--- config.mk ---
export PLATFORM = sky130hd
export DESIGN_NAME = rgb_to_yuv_encoder
export DESIGN_NICKNAME = d
export VERILOG_FILES = /design/src/rtl/rgb_to_yuv_encoder_pkg.sv /design/src/rtl/rgb2yuv_pixel.sv /design/src/rtl/rgb_to_yuv_encoder.sv
export SDC_FILE = /design/constraint.sdc
export NUM_CORES = 1
export LEC_CHECK = 0
export ABC_AREA = 1
export ABC_CLOCK_PERIOD_IN_PS = 9950
export CORE_UTILIZATION = 50
export DETAILED_ROUTE_END_ITERATION = 10
export PLACE_DENSITY_LB_ADDON = 0.25
export SYNTH_ARGS = -nofsm -noshare
export SYNTH_HDL_FRONTEND = slang
export SYNTH_HIERARCHICAL = 1
export SYNTH_SLANG_ARGS = --single-unit
--- constraint.sdc ---
create_clock -name CLOCK_50_I -period 9.95 [get_ports CLOCK_50_I]
set_input_delay 0.995 -clock CLOCK_50_I [delete_from_list [all_inputs] [get_ports CLOCK_50_I]]
set_output_delay 0.995 -clock CLOCK_50_I [all_outputs]
set_load 0.01 [all_outputs]
--- src/rtl/rgb_to_yuv_encoder_pkg.sv ---
// Shared constants for the colour-convert paths: plane bases, image size, YUV coefficients,
// plus the encoder FSM state type and small arithmetic helpers.
package rgb_to_yuv_encoder_pkg;

   localparam int unsigned DEF_IMG_WIDTH  = 320;
   localparam int unsigned DEF_IMG_HEIGHT = 240;

   localparam logic [17:0] DEF_Y_BASE   = 18'd0;
   localparam logic [17:0] DEF_U_BASE   = 18'd38400;
   localparam logic [17:0] DEF_V_BASE   = 18'd57600;
   localparam logic [17:0] DEF_RGB_BASE = 18'd146944;

   typedef enum logic [1:0] {S_ENC_IDLE, S_ENC_GRP, S_ENC_DONE} enc_state_type;

   localparam logic signed [17:0] C_YR =  18'sd66;
   localparam logic signed [17:0] C_YG =  18'sd129;
   localparam logic signed [17:0] C_YB =  18'sd25;
   localparam logic signed [17:0] C_UR = -18'sd38;
   localparam logic signed [17:0] C_UG = -18'sd74;
   localparam logic signed [17:0] C_UB =  18'sd112;
   localparam logic signed [17:0] C_VR =  18'sd112;
   localparam logic signed [17:0] C_VG = -18'sd94;
   localparam logic signed [17:0] C_VB = -18'sd18;
   localparam logic signed [17:0] C_RND    = 18'sd128;
   localparam logic signed [17:0] C_Y_OFS  = 18'sd16;
   localparam logic signed [17:0] C_UV_OFS = 18'sd128;

   function automatic logic [7:0] clip8(input logic signed [17:0] x);
      if (x < 18'sd0)        return 8'd0;
      else if (x > 18'sd255) return 8'd255;
      else                   return x[7:0];
   endfunction

   // Rounded pair average; the 9-bit sum cannot overflow.
   function automatic logic [7:0] avg2(input logic [7:0] a, input logic [7:0] b);
      return 8'(({1'b0, a} + {1'b0, b} + 9'd1) >> 1);
   endfunction

endpackage

--- src/rtl/rgb2yuv_pixel.sv ---
// Single-pixel RGB -> YUV converter: multiply, round, offset and clip, with a registered output
// one cycle after the inputs are presented.
module rgb2yuv_pixel
   import rgb_to_yuv_encoder_pkg::*;
(
   input  logic       CLOCK_50_I,
   input  logic       resetn,
   input  logic [7:0] r,
   input  logic [7:0] g,
   input  logic [7:0] b,
   output logic [7:0] y,
   output logic [7:0] u,
   output logic [7:0] v
);

   logic signed [17:0] r_s, g_s, b_s;
   logic signed [17:0] y_acc, u_acc, v_acc;

   always_comb begin
      r_s   = $signed({10'd0, r});
      g_s   = $signed({10'd0, g});
      b_s   = $signed({10'd0, b});
      y_acc = ((C_YR * r_s + C_YG * g_s + C_YB * b_s + C_RND) >>> 8) + C_Y_OFS;
      u_acc = ((C_UR * r_s + C_UG * g_s + C_UB * b_s + C_RND) >>> 8) + C_UV_OFS;
      v_acc = ((C_VR * r_s + C_VG * g_s + C_VB * b_s + C_RND) >>> 8) + C_UV_OFS;
   end

   always_ff @(posedge CLOCK_50_I or negedge resetn) begin
      if (!resetn) begin
         y <= 8'd0;
         u <= 8'd0;
         v <= 8'd0;
      end else begin
         y <= clip8(y_acc);
         u <= clip8(u_acc);
         v <= clip8(v_acc);
      end
   end

endmodule

--- src/rtl/rgb_to_yuv_encoder.sv ---
// Frame encoder: streams interleaved RGB from SRAM, converts to YUV and writes Y plus 2:1
// horizontally decimated U/V planes back, one 4-pixel group every 12 cycles.
module rgb_to_yuv_encoder
   import rgb_to_yuv_encoder_pkg::*;
#(
   parameter int unsigned IMG_WIDTH  = DEF_IMG_WIDTH,
   parameter int unsigned IMG_HEIGHT = DEF_IMG_HEIGHT,
   parameter logic [17:0] Y_BASE     = DEF_Y_BASE,
   parameter logic [17:0] U_BASE     = DEF_U_BASE,
   parameter logic [17:0] V_BASE     = DEF_V_BASE,
   parameter logic [17:0] RGB_BASE   = DEF_RGB_BASE
) (
   input  logic        CLOCK_50_I,
   input  logic        resetn,
   input  logic        enc_start,
   output logic        enc_done,
   output logic [17:0] SRAM_address,
   output logic [15:0] SRAM_write_data,
   output logic        SRAM_we_n,
   input  logic [15:0] SRAM_read_data
);

   localparam int unsigned NUM_GRP  = IMG_WIDTH * IMG_HEIGHT / 4;
   localparam logic [14:0] LAST_GRP = 15'(NUM_GRP - 1);

   enc_state_type state;
   logic [3:0]    phase;
   logic [14:0]   grp;
   logic [17:0]   rgb_ptr, y_ptr, u_ptr, v_ptr;
   logic [15:0]   word0, word3;
   logic [7:0]    red1, red3;
   logic [7:0]    y_pix [4];
   logic [7:0]    u_pix [4];
   logic [7:0]    v_pix [4];
   logic [7:0]    r_in, g_in, b_in;
   logic [7:0]    y_out, u_out, v_out;

   // Assemble each pixel in the cycle its last byte arrives on the read bus.
   always_comb begin
      r_in = word0[15:8];
      g_in = word0[7:0];
      b_in = SRAM_read_data[15:8];
      case (phase)
         4'd4: begin
            r_in = red1;
            g_in = SRAM_read_data[15:8];
            b_in = SRAM_read_data[7:0];
         end
         4'd6: begin
            r_in = word3[15:8];
            g_in = word3[7:0];
            b_in = SRAM_read_data[15:8];
         end
         4'd7: begin
            r_in = red3;
            g_in = SRAM_read_data[15:8];
            b_in = SRAM_read_data[7:0];
         end
         default: ;
      endcase
   end

   rgb2yuv_pixel u_pixel (
      .CLOCK_50_I (CLOCK_50_I),
      .resetn     (resetn),
      .r          (r_in),
      .g          (g_in),
      .b          (b_in),
      .y          (y_out),
      .u          (u_out),
      .v          (v_out)
   );

   always_ff @(posedge CLOCK_50_I or negedge resetn) begin
      if (!resetn) begin
         state           <= S_ENC_IDLE;
         phase           <= 4'd0;
         grp             <= 15'd0;
         rgb_ptr         <= RGB_BASE;
         y_ptr           <= Y_BASE;
         u_ptr           <= U_BASE;
         v_ptr           <= V_BASE;
         word0           <= 16'd0;
         word3           <= 16'd0;
         red1            <= 8'd0;
         red3            <= 8'd0;
         for (int i = 0; i < 4; i++) begin
            y_pix[i] <= 8'd0;
            u_pix[i] <= 8'd0;
            v_pix[i] <= 8'd0;
         end
         enc_done        <= 1'b0;
         SRAM_address    <= RGB_BASE;
         SRAM_write_data <= 16'd0;
         SRAM_we_n       <= 1'b1;
      end else begin
         enc_done <= 1'b0;
         case (state)
            S_ENC_IDLE: begin
               SRAM_we_n <= 1'b1;
               if (enc_start) begin
                  rgb_ptr      <= RGB_BASE;
                  y_ptr        <= Y_BASE;
                  u_ptr        <= U_BASE;
                  v_ptr        <= V_BASE;
                  grp          <= 15'd0;
                  phase        <= 4'd0;
                  SRAM_address <= RGB_BASE;
                  state        <= S_ENC_GRP;
               end
            end
            S_ENC_GRP: begin
               phase <= phase + 4'd1;
               if (phase <= 4'd4) SRAM_address <= rgb_ptr + 18'(phase) + 18'd1;
               case (phase)
                  4'd2: word0 <= SRAM_read_data;
                  4'd3: red1  <= SRAM_read_data[7:0];
                  4'd5: word3 <= SRAM_read_data;
                  4'd6: red3  <= SRAM_read_data[7:0];
                  default: ;
               endcase
               // Converter output for p0..p3 is valid at phases 4, 5, 7 and 8.
               case (phase)
                  4'd4: begin y_pix[0] <= y_out; u_pix[0] <= u_out; v_pix[0] <= v_out; end
                  4'd5: begin y_pix[1] <= y_out; u_pix[1] <= u_out; v_pix[1] <= v_out; end
                  4'd7: begin y_pix[2] <= y_out; u_pix[2] <= u_out; v_pix[2] <= v_out; end
                  4'd8: begin y_pix[3] <= y_out; u_pix[3] <= u_out; v_pix[3] <= v_out; end
                  default: ;
               endcase
               case (phase)
                  4'd7: begin
                     SRAM_address    <= y_ptr;
                     SRAM_write_data <= {y_pix[0], y_pix[1]};
                     SRAM_we_n       <= 1'b0;
                  end
                  4'd8: begin
                     SRAM_address    <= y_ptr + 18'd1;
                     SRAM_write_data <= {y_pix[2], y_out};
                     y_ptr           <= y_ptr + 18'd2;
                  end
                  4'd9: begin
                     SRAM_address    <= u_ptr;
                     SRAM_write_data <= {avg2(u_pix[0], u_pix[1]), avg2(u_pix[2], u_pix[3])};
                     u_ptr           <= u_ptr + 18'd1;
                  end
                  4'd10: begin
                     SRAM_address    <= v_ptr;
                     SRAM_write_data <= {avg2(v_pix[0], v_pix[1]), avg2(v_pix[2], v_pix[3])};
                     v_ptr           <= v_ptr + 18'd1;
                  end
                  4'd11: begin
                     SRAM_we_n <= 1'b1;
                     if (grp == LAST_GRP) begin
                        state    <= S_ENC_DONE;
                        enc_done <= 1'b1;
                     end else begin
                        grp          <= grp + 15'd1;
                        phase        <= 4'd0;
                        rgb_ptr      <= rgb_ptr + 18'd6;
                        SRAM_address <= rgb_ptr + 18'd6;
                     end
                  end
                  default: ;
               endcase
            end
            S_ENC_DONE: begin
               SRAM_we_n <= 1'b1;
               state     <= S_ENC_IDLE;
            end
            default: state <= S_ENC_IDLE;
         endcase
      end
   end

endmodule

Yosys cells after proc, flatten, opt, wreduce, memory -nomap -nowiden
Cells that the tools add are included.
- output and inout port bits: 36
- register bits after elaboration: 289
- bits of input ports: 19
- word-level logic and storage cells: 160
- magnitude comparators: 7
- reductions and logical operators: 21
- mux-type cells: 44
- $add $sub $neg: 29
- equality and inequality tests: 21
- multipliers: 9
- operators with widths (kind ; number):
    2-to-1 mux 18 bit ; 11
    case mux 18 bit (2 select lines) ; 5
    adder 18 bit ; 6
    case mux 18 bit (5 select lines) ; 1
    adder 18 x 1 -> 18 bit, second input constant ; 4
    case mux 16 bit (4 select lines) ; 1
    2-to-1 mux 8 bit ; 7
    adder 18 x 9 -> 18 bit, second input constant ; 3
    > comparator 18 x 9 -> 1 bit, second input constant ; 3
    less-than comparator 18 x 1 -> 1 bit, second input constant ; 3
    2-to-1 mux 15 bit ; 3
    adder 8 x 8 -> 9 bit ; 4
    adder 9 x 1 -> 9 bit, second input constant ; 4
    multiplier 7 x 9 -> 16 bit, first input constant ; 2
    case mux 15 bit (2 select lines) ; 1
    case mux 8 bit (3 select lines) ; 1
    adder 10 x 9 -> 11 bit, second input constant ; 2
    multiplier 3 x 8 -> 11 bit, first input constant ; 2
    AND reduction 2 bit ; 10
    adder 18 x 2 -> 18 bit, second input constant ; 1
    adder 18 x 3 -> 18 bit, second input constant ; 1
    adder 18 x 4 -> 18 bit ; 1
    == test 4 x 3 -> 1 bit, second input constant ; 4
    == test 4 bit, second input constant ; 4
    29 further kinds ; 47

Depth between registers and ports, before layout
- depth after elaboration: 11
- gate-level depth with buffers: 51
- gate-level depth less buffers: 50

Hierarchy
The synthesis kept the hierarchy.
- modules (own cells, without submodules) (module ; cells each ; sequential area each (um^2) ; instances ; area an instance (um^2)):
    rgb_to_yuv_encoder ; 2000 ; 6607.6 ; 1 ; 15403.5
    rgb2yuv_pixel ; 1317 ; 600.6 ; 1 ; 10704.0

Least setup slack after synthesis
Ideal clock, no wire load.
- path kind: flip-flop to flip-flop
- start point: reg phase[0]
- end point: reg u_pixel.u[0]
- data required time: 9.887 ns
- setup time: 0.063 ns
- period minus slack after synthesis: 8.000 ns
- data arrival time: 7.937 ns
- path slack: 1.950 ns
- buffers on the path: 1
- cell stages (with the launch flop): 46
- cells stage by stage: dfrtp_1 -> inv_1 -> ha_1 -> inv_1 -> nor2_2 -> inv_2 -> clkbuf_1 -> o2111ai_1 -> inv_1 -> ha_1 -> inv_1 -> fa_1 -> fa_1 -> ha_1 -> ha_1 -> inv_1 -> nor2_1 -> o21ai_0 -> (+10 left out) -> a21oi_1 -> nand2_1 -> a21oi_1 -> nand2_1 -> nand2_1 -> nand2_2 -> inv_1 -> ha_1 -> nand3_1 -> nor2_1 -> nand2_1 -> nor2_2 -> nand3_2 -> nand2_2 -> nand2_4 -> nand3_1 -> nand2_1 -> inv_1
- elaborated cells between the ends (all ways): 18
- classes of those cells: add/sub: 4; mul: 3; order compare: 2; eq/ne: 3; mux: 5; reduce/logical: 1
- RTL lines (what ; line ; text):
    start: declaration ; rgb_to_yuv_encoder.sv:27 ; logic [3:0] phase;
    start signal: assignment ; rgb_to_yuv_encoder.sv:113 ; phase <= phase + 4'd1;
    == test 4 x 3 -> 1 bit ; rgb_to_yuv_encoder.sv:43 ; case (phase)
    case mux 8 bit (3 select lines) * ; rgb_to_yuv_encoder.sv:43 ;
    named net r_in[5] ; rgb_to_yuv_encoder.sv:35 ; logic [7:0] r_in, g_in, b_in;
    multiplier 6 x 9 -> 15 bit * ; rgb2yuv_pixel.sv:24 ; u_acc = ((C_UR * r_s + C_UG * g_s + C_UB * b_s + C_RND) >>> 8) + C_UV_OFS;
    adder 18 bit * (2 in series) ; rgb2yuv_pixel.sv:24 ;
    adder 18 x 9 -> 18 bit * ; rgb2yuv_pixel.sv:24 ;
    adder 10 x 9 -> 11 bit * ; rgb2yuv_pixel.sv:24 ;
    > comparator 18 x 9 -> 1 bit ; rgb_to_yuv_encoder_pkg.sv:30 ; else if (x > 18'sd255) return 8'd255;
    2-to-1 mux 8 bit ; rgb_to_yuv_encoder_pkg.sv:30 ;
    2-to-1 mux 8 bit * ; rgb_to_yuv_encoder_pkg.sv:29 ; if (x < 18'sd0) return 8'd0;
    end signal: assignment ; rgb2yuv_pixel.sv:35 ; u <= clip8(u_acc);
    end: declaration ; rgb2yuv_pixel.sv:12 ; output logic [7:0] u,
The timed path passes the listed nets; every way through them passes the cells marked *.
A chain may end at the register's enable or synchronous reset.

Worst setup path in the final report
- start point: reg phase[0]
- end point: reg u_pixel.u[1]
- longest elaborated chain between the ends: 11
- elaborated cells between the ends (all ways): 18
- classes of those cells: add/sub: 4; mul: 3; order compare: 2; eq/ne: 3; mux: 5; reduce/logical: 1
- RTL lines (what ; line):
    == test 4 x 3 -> 1 bit ; rgb_to_yuv_encoder.sv:43
    OR reduction 2 bit (no source line) ; -
    case mux 8 bit (2 select lines) * ; rgb_to_yuv_encoder.sv:43
    named net g_in[5] ; rgb_to_yuv_encoder.sv:35
    multiplier 7 x 9 -> 16 bit * ; rgb2yuv_pixel.sv:24
    adder 18 bit * (2 in series) ; rgb2yuv_pixel.sv:24
    adder 18 x 9 -> 18 bit * ; rgb2yuv_pixel.sv:24
    adder 10 x 9 -> 11 bit * ; rgb2yuv_pixel.sv:24
    > comparator 18 x 9 -> 1 bit ; rgb_to_yuv_encoder_pkg.sv:30
    2-to-1 mux 8 bit ; rgb_to_yuv_encoder_pkg.sv:30
    2-to-1 mux 8 bit * ; rgb_to_yuv_encoder_pkg.sv:29
Marks and branches as above.

==> results.md <==
* CP max FO at 24
* Cell mode on critical path: inv_1
* CP delay by family, top: adder cells
* P per Cell Area at about 380 nW/um^2
* Number of hold buffers added after cts at 0
* Fin util at a little under three fifths
* Hold Crit Class: flip-flop to flip-flop
* Die ar. at 53100 sq um
* # port buffers at 54
* Clock Skew at approximately 15 ps
* Num CTS Buffers at 36
* Largest net degree at the start of global routing at about 120
* Crit-path max cell delay at between 600 and 700 ps
* Predominant post-synthesis flop cell: dfrtp_1
* Worst Setup End Kind: flip-flop
* Vias at ~22k
* Max Slew Vio Count at 0
* CTS resizes at 0
* Final WS setup at a little under 1000 ps
* Tcrit/Tclk final at approximately nine tenths
* Area of the multi-input gates at between 15000 and 20000 sq um
* # DRC at 0
* GRT Total Usage at a little over a quarter
* Yosys cell types at between 50 and 60
* Vias per cell at between 5 and 6
* WS Path Type: flip-flop to flip-flop
* Async set-or-reset flop fraction in the synthesized netlist at 100%
* Critical Path RT at ~10000 ps
* Placed insts at roughly 4k
* Peak supply drop at about 0.84 mV
* Clock sinks at ~290
* Final net count at 3831
* Synth Register Bits at roughly 290
* Vias in the first global route at between 20k and 25k
* Core Area at about 50000 sq um
* First-pass GRT wire length at around 110000 um
* Synth Instances at between 3k and 4k
* CTS Buffer Depth at 3
* YS warnings at 6
* DR iter-0 viols at slightly below 2k
* Share of cells above drive strength 1 at under 10%
* Final cell count without fillers at roughly 4.1k
* Congestion Overflow GR at 0
* Post-layout min period at approximately 9000 ps
* Worst-path clk slew at roughly 60 ps
* Fill count at slightly below 5k
* CTS root buf: clkbuf_16
* Pleak at 14.7 nW
* Initial antenna violation count at 0
* Clock latency on the worst-skew pair at between 500 and 600 ps
* Worst Tran Pin Value at around 1200 ps
* Area Overhead vs Synth at 9.25%
* CTS tree: built
* Row Count at 83
* Post-synth EDFFs at 0
* Average routed wire per standard cell at ~17 um
* Post-route setup TNS at 0 ps
* Routability cong. at ~0.96
* RSZ-0062 raised after global routing: false
* Reg area at ~7000 sq um
* ANT cells at 0
* CP Launch Type: flip-flop
* H-Tree Depth at 2
* Routed WL at 69500 um
* Achievable Freq at approximately 110 MHz
* WP buf/inv at 7
* Status: finished, final reports clean
* Syn Nets at approximately 3.8k
* # setup viols final at 0
* Syn avg cell area at 7.87 sq um
* Slew margin rel. at 19.3%
* Die height at between 200 and 250 um
* Post-Synthesis Cell Area at 26100 sq um
* Register area share after synthesis at 27.6%
* Power Total at 10.9 mW
* Pre-CTS setup slack at approximately 1000 ps
* Dpl hpwl at 54200 um
* Die span in x at between 200 and 250 um
* Max Cap Violations at 0
* Endpoints failing hold at 0
* Postcts setup bufs at 0
* CP max-delay cell: o221ai_1
* Starting Density at between 50 and 60%
* Drt first pass iters at 5
* CP arrival at about 9500 ps
* Antenna viol nets, final at 0
* Top Ports at 55
[cell usage in the layout, fill, tap and decap left out, types with 36 or more instances in the layout]
| master | instances |
|---|---|
| inv_1 | 531 |
| clkdlybuf4s50_1 | 53 |
| ha_1 | 336 |
| o21ai_0 | 193 |
| a21oi_1 | 165 |
| nand3_1 | 182 |
| clkbuf_16 | 36 |
| dfrtp_1 | 266 |
| xor2_1 | 63 |
| nor2_1 | 191 |
| nand2_1 | 743 |
| nor3_1 | 44 |
| fa_1 | 113 |
| nand4_1 | 73 |
[power by group]
group          switching, mW  leakage (nW)  total (mW)  internal (mW)
sequential             0.204          3.35        1.70           1.50
combinational           4.98          10.7        7.89           2.91
clock                  0.542         0.590        1.33          0.783
total                   5.72          14.7        10.9           5.19
[synthesized netlist by cell type, types with 8 or more instances]
library cell	number	area, sq um
o21a_1	8	60.1
dfrtp_1	266	6660
xor2_1	63	552
o211ai_1	12	90.1
nand2_2	28	175
buf_4	10	75.1
nand2_1	743	2790
o2111ai_1	12	105
fa_1	113	2260
inv_2	23	86.3
nor2_4	8	90.1
dfstp_2	21	552
xnor2_1	27	236
o31ai_1	10	75.1
mux2_2	30	338
nand3_1	182	911
o21ai_1	22	110
clkbuf_1	22	82.6
inv_1	531	1990
nand4_1	73	457
nor2_2	12	75.1
nor3_1	44	220
nand3b_1	10	75.1
nand2_4	8	90.1
a21oi_1	165	826
o221ai_1	15	131
o21ai_0	194	971
o22ai_1	20	125
ha_1	336	4200
buf_2	31	155
nor2_1	191	717
[per-stage QoR]
step | instance area [sq um] | hold slack, ps
2_1_floorplan | 26100 | 442
4_1_cts | 28500 | 473
3_5_place_dp | 27300 | 459
6_report | 28500 | 472
3_3_place_gp | 27300 | 457
5_1_grt | 28500 | 499
[state kept, by name (all words and copies together) (netlist names), 15 cells and up]
register         flops
v_pix               32
SRAM_write_data     16
word3               16
SRAM_address        18
y_ptr               17
u_ptr               18
grp                 15
v_ptr               18
y_pix               24
word0               16
rgb_ptr             17
u_pix               32
[per-layer routing]
metal,part of all wire [%],global-route usage (%),vias up
li1,-,-,10900
met1,47,38.4,10700
met2,45,42.1,589
met3,5.0,2.87,105
met4,2.4,7.08,0
met5,0,0,-
[layout make-up]
type	count	share of cell area, %
Clock buffer	49	3.61
Clock inverter	15	0.557
Inverter	556	7.33
Multi-Input combinational cell	2402	57.6
Sequential cell	287	25.3
Tap cell	680	2.98
Timing Repair Buffer	80	2.60
[final timing paths]
path / start / end / slack (ps) / depth (start not counted)
worst max-delay path: phase[0]$_DFFE_PN0P_ / u_pixel/u[1]$_DFF_PN0_ / 980 / 40
worst min-delay path: y_pix[15]$_DFFE_PN0P_ / y_pix[15]$_DFFE_PN0P_ / 470 / 2
worst max register to register: phase[0]$_DFFE_PN0P_ / u_pixel/u[1]$_DFF_PN0_ / 980 / 40
worst min register to register: y_pix[15]$_DFFE_PN0P_ / y_pix[15]$_DFFE_PN0P_ / 470 / 2
max in group asynchronous: resetn / word0[0]$_DFFE_PN0P_ / 7470 / 3
min in group asynchronous: resetn / SRAM_write_data[10]$_DFFE_PN0P_ / 520 / 1
[tightest hold or removal path, delay by kind of cell, from the launching register on]
family / cells / cell delay (ps)
AND/OR/NAND/NOR: 2 / 100
flip-flops: 1 / 340
[kinds of logic after synthesis]
logic type               synth area share, %
AND/OR/NAND/NOR                         22.6
buffers and inverters                   9.46
flip-flops                              27.6
XOR/XNOR                                3.27
AO/OA/AOI/OAI                           11.0
multiplexers                            1.29
adder cells (fa/ha/maj)                 24.8
Power figures use the tool's default switching activity.
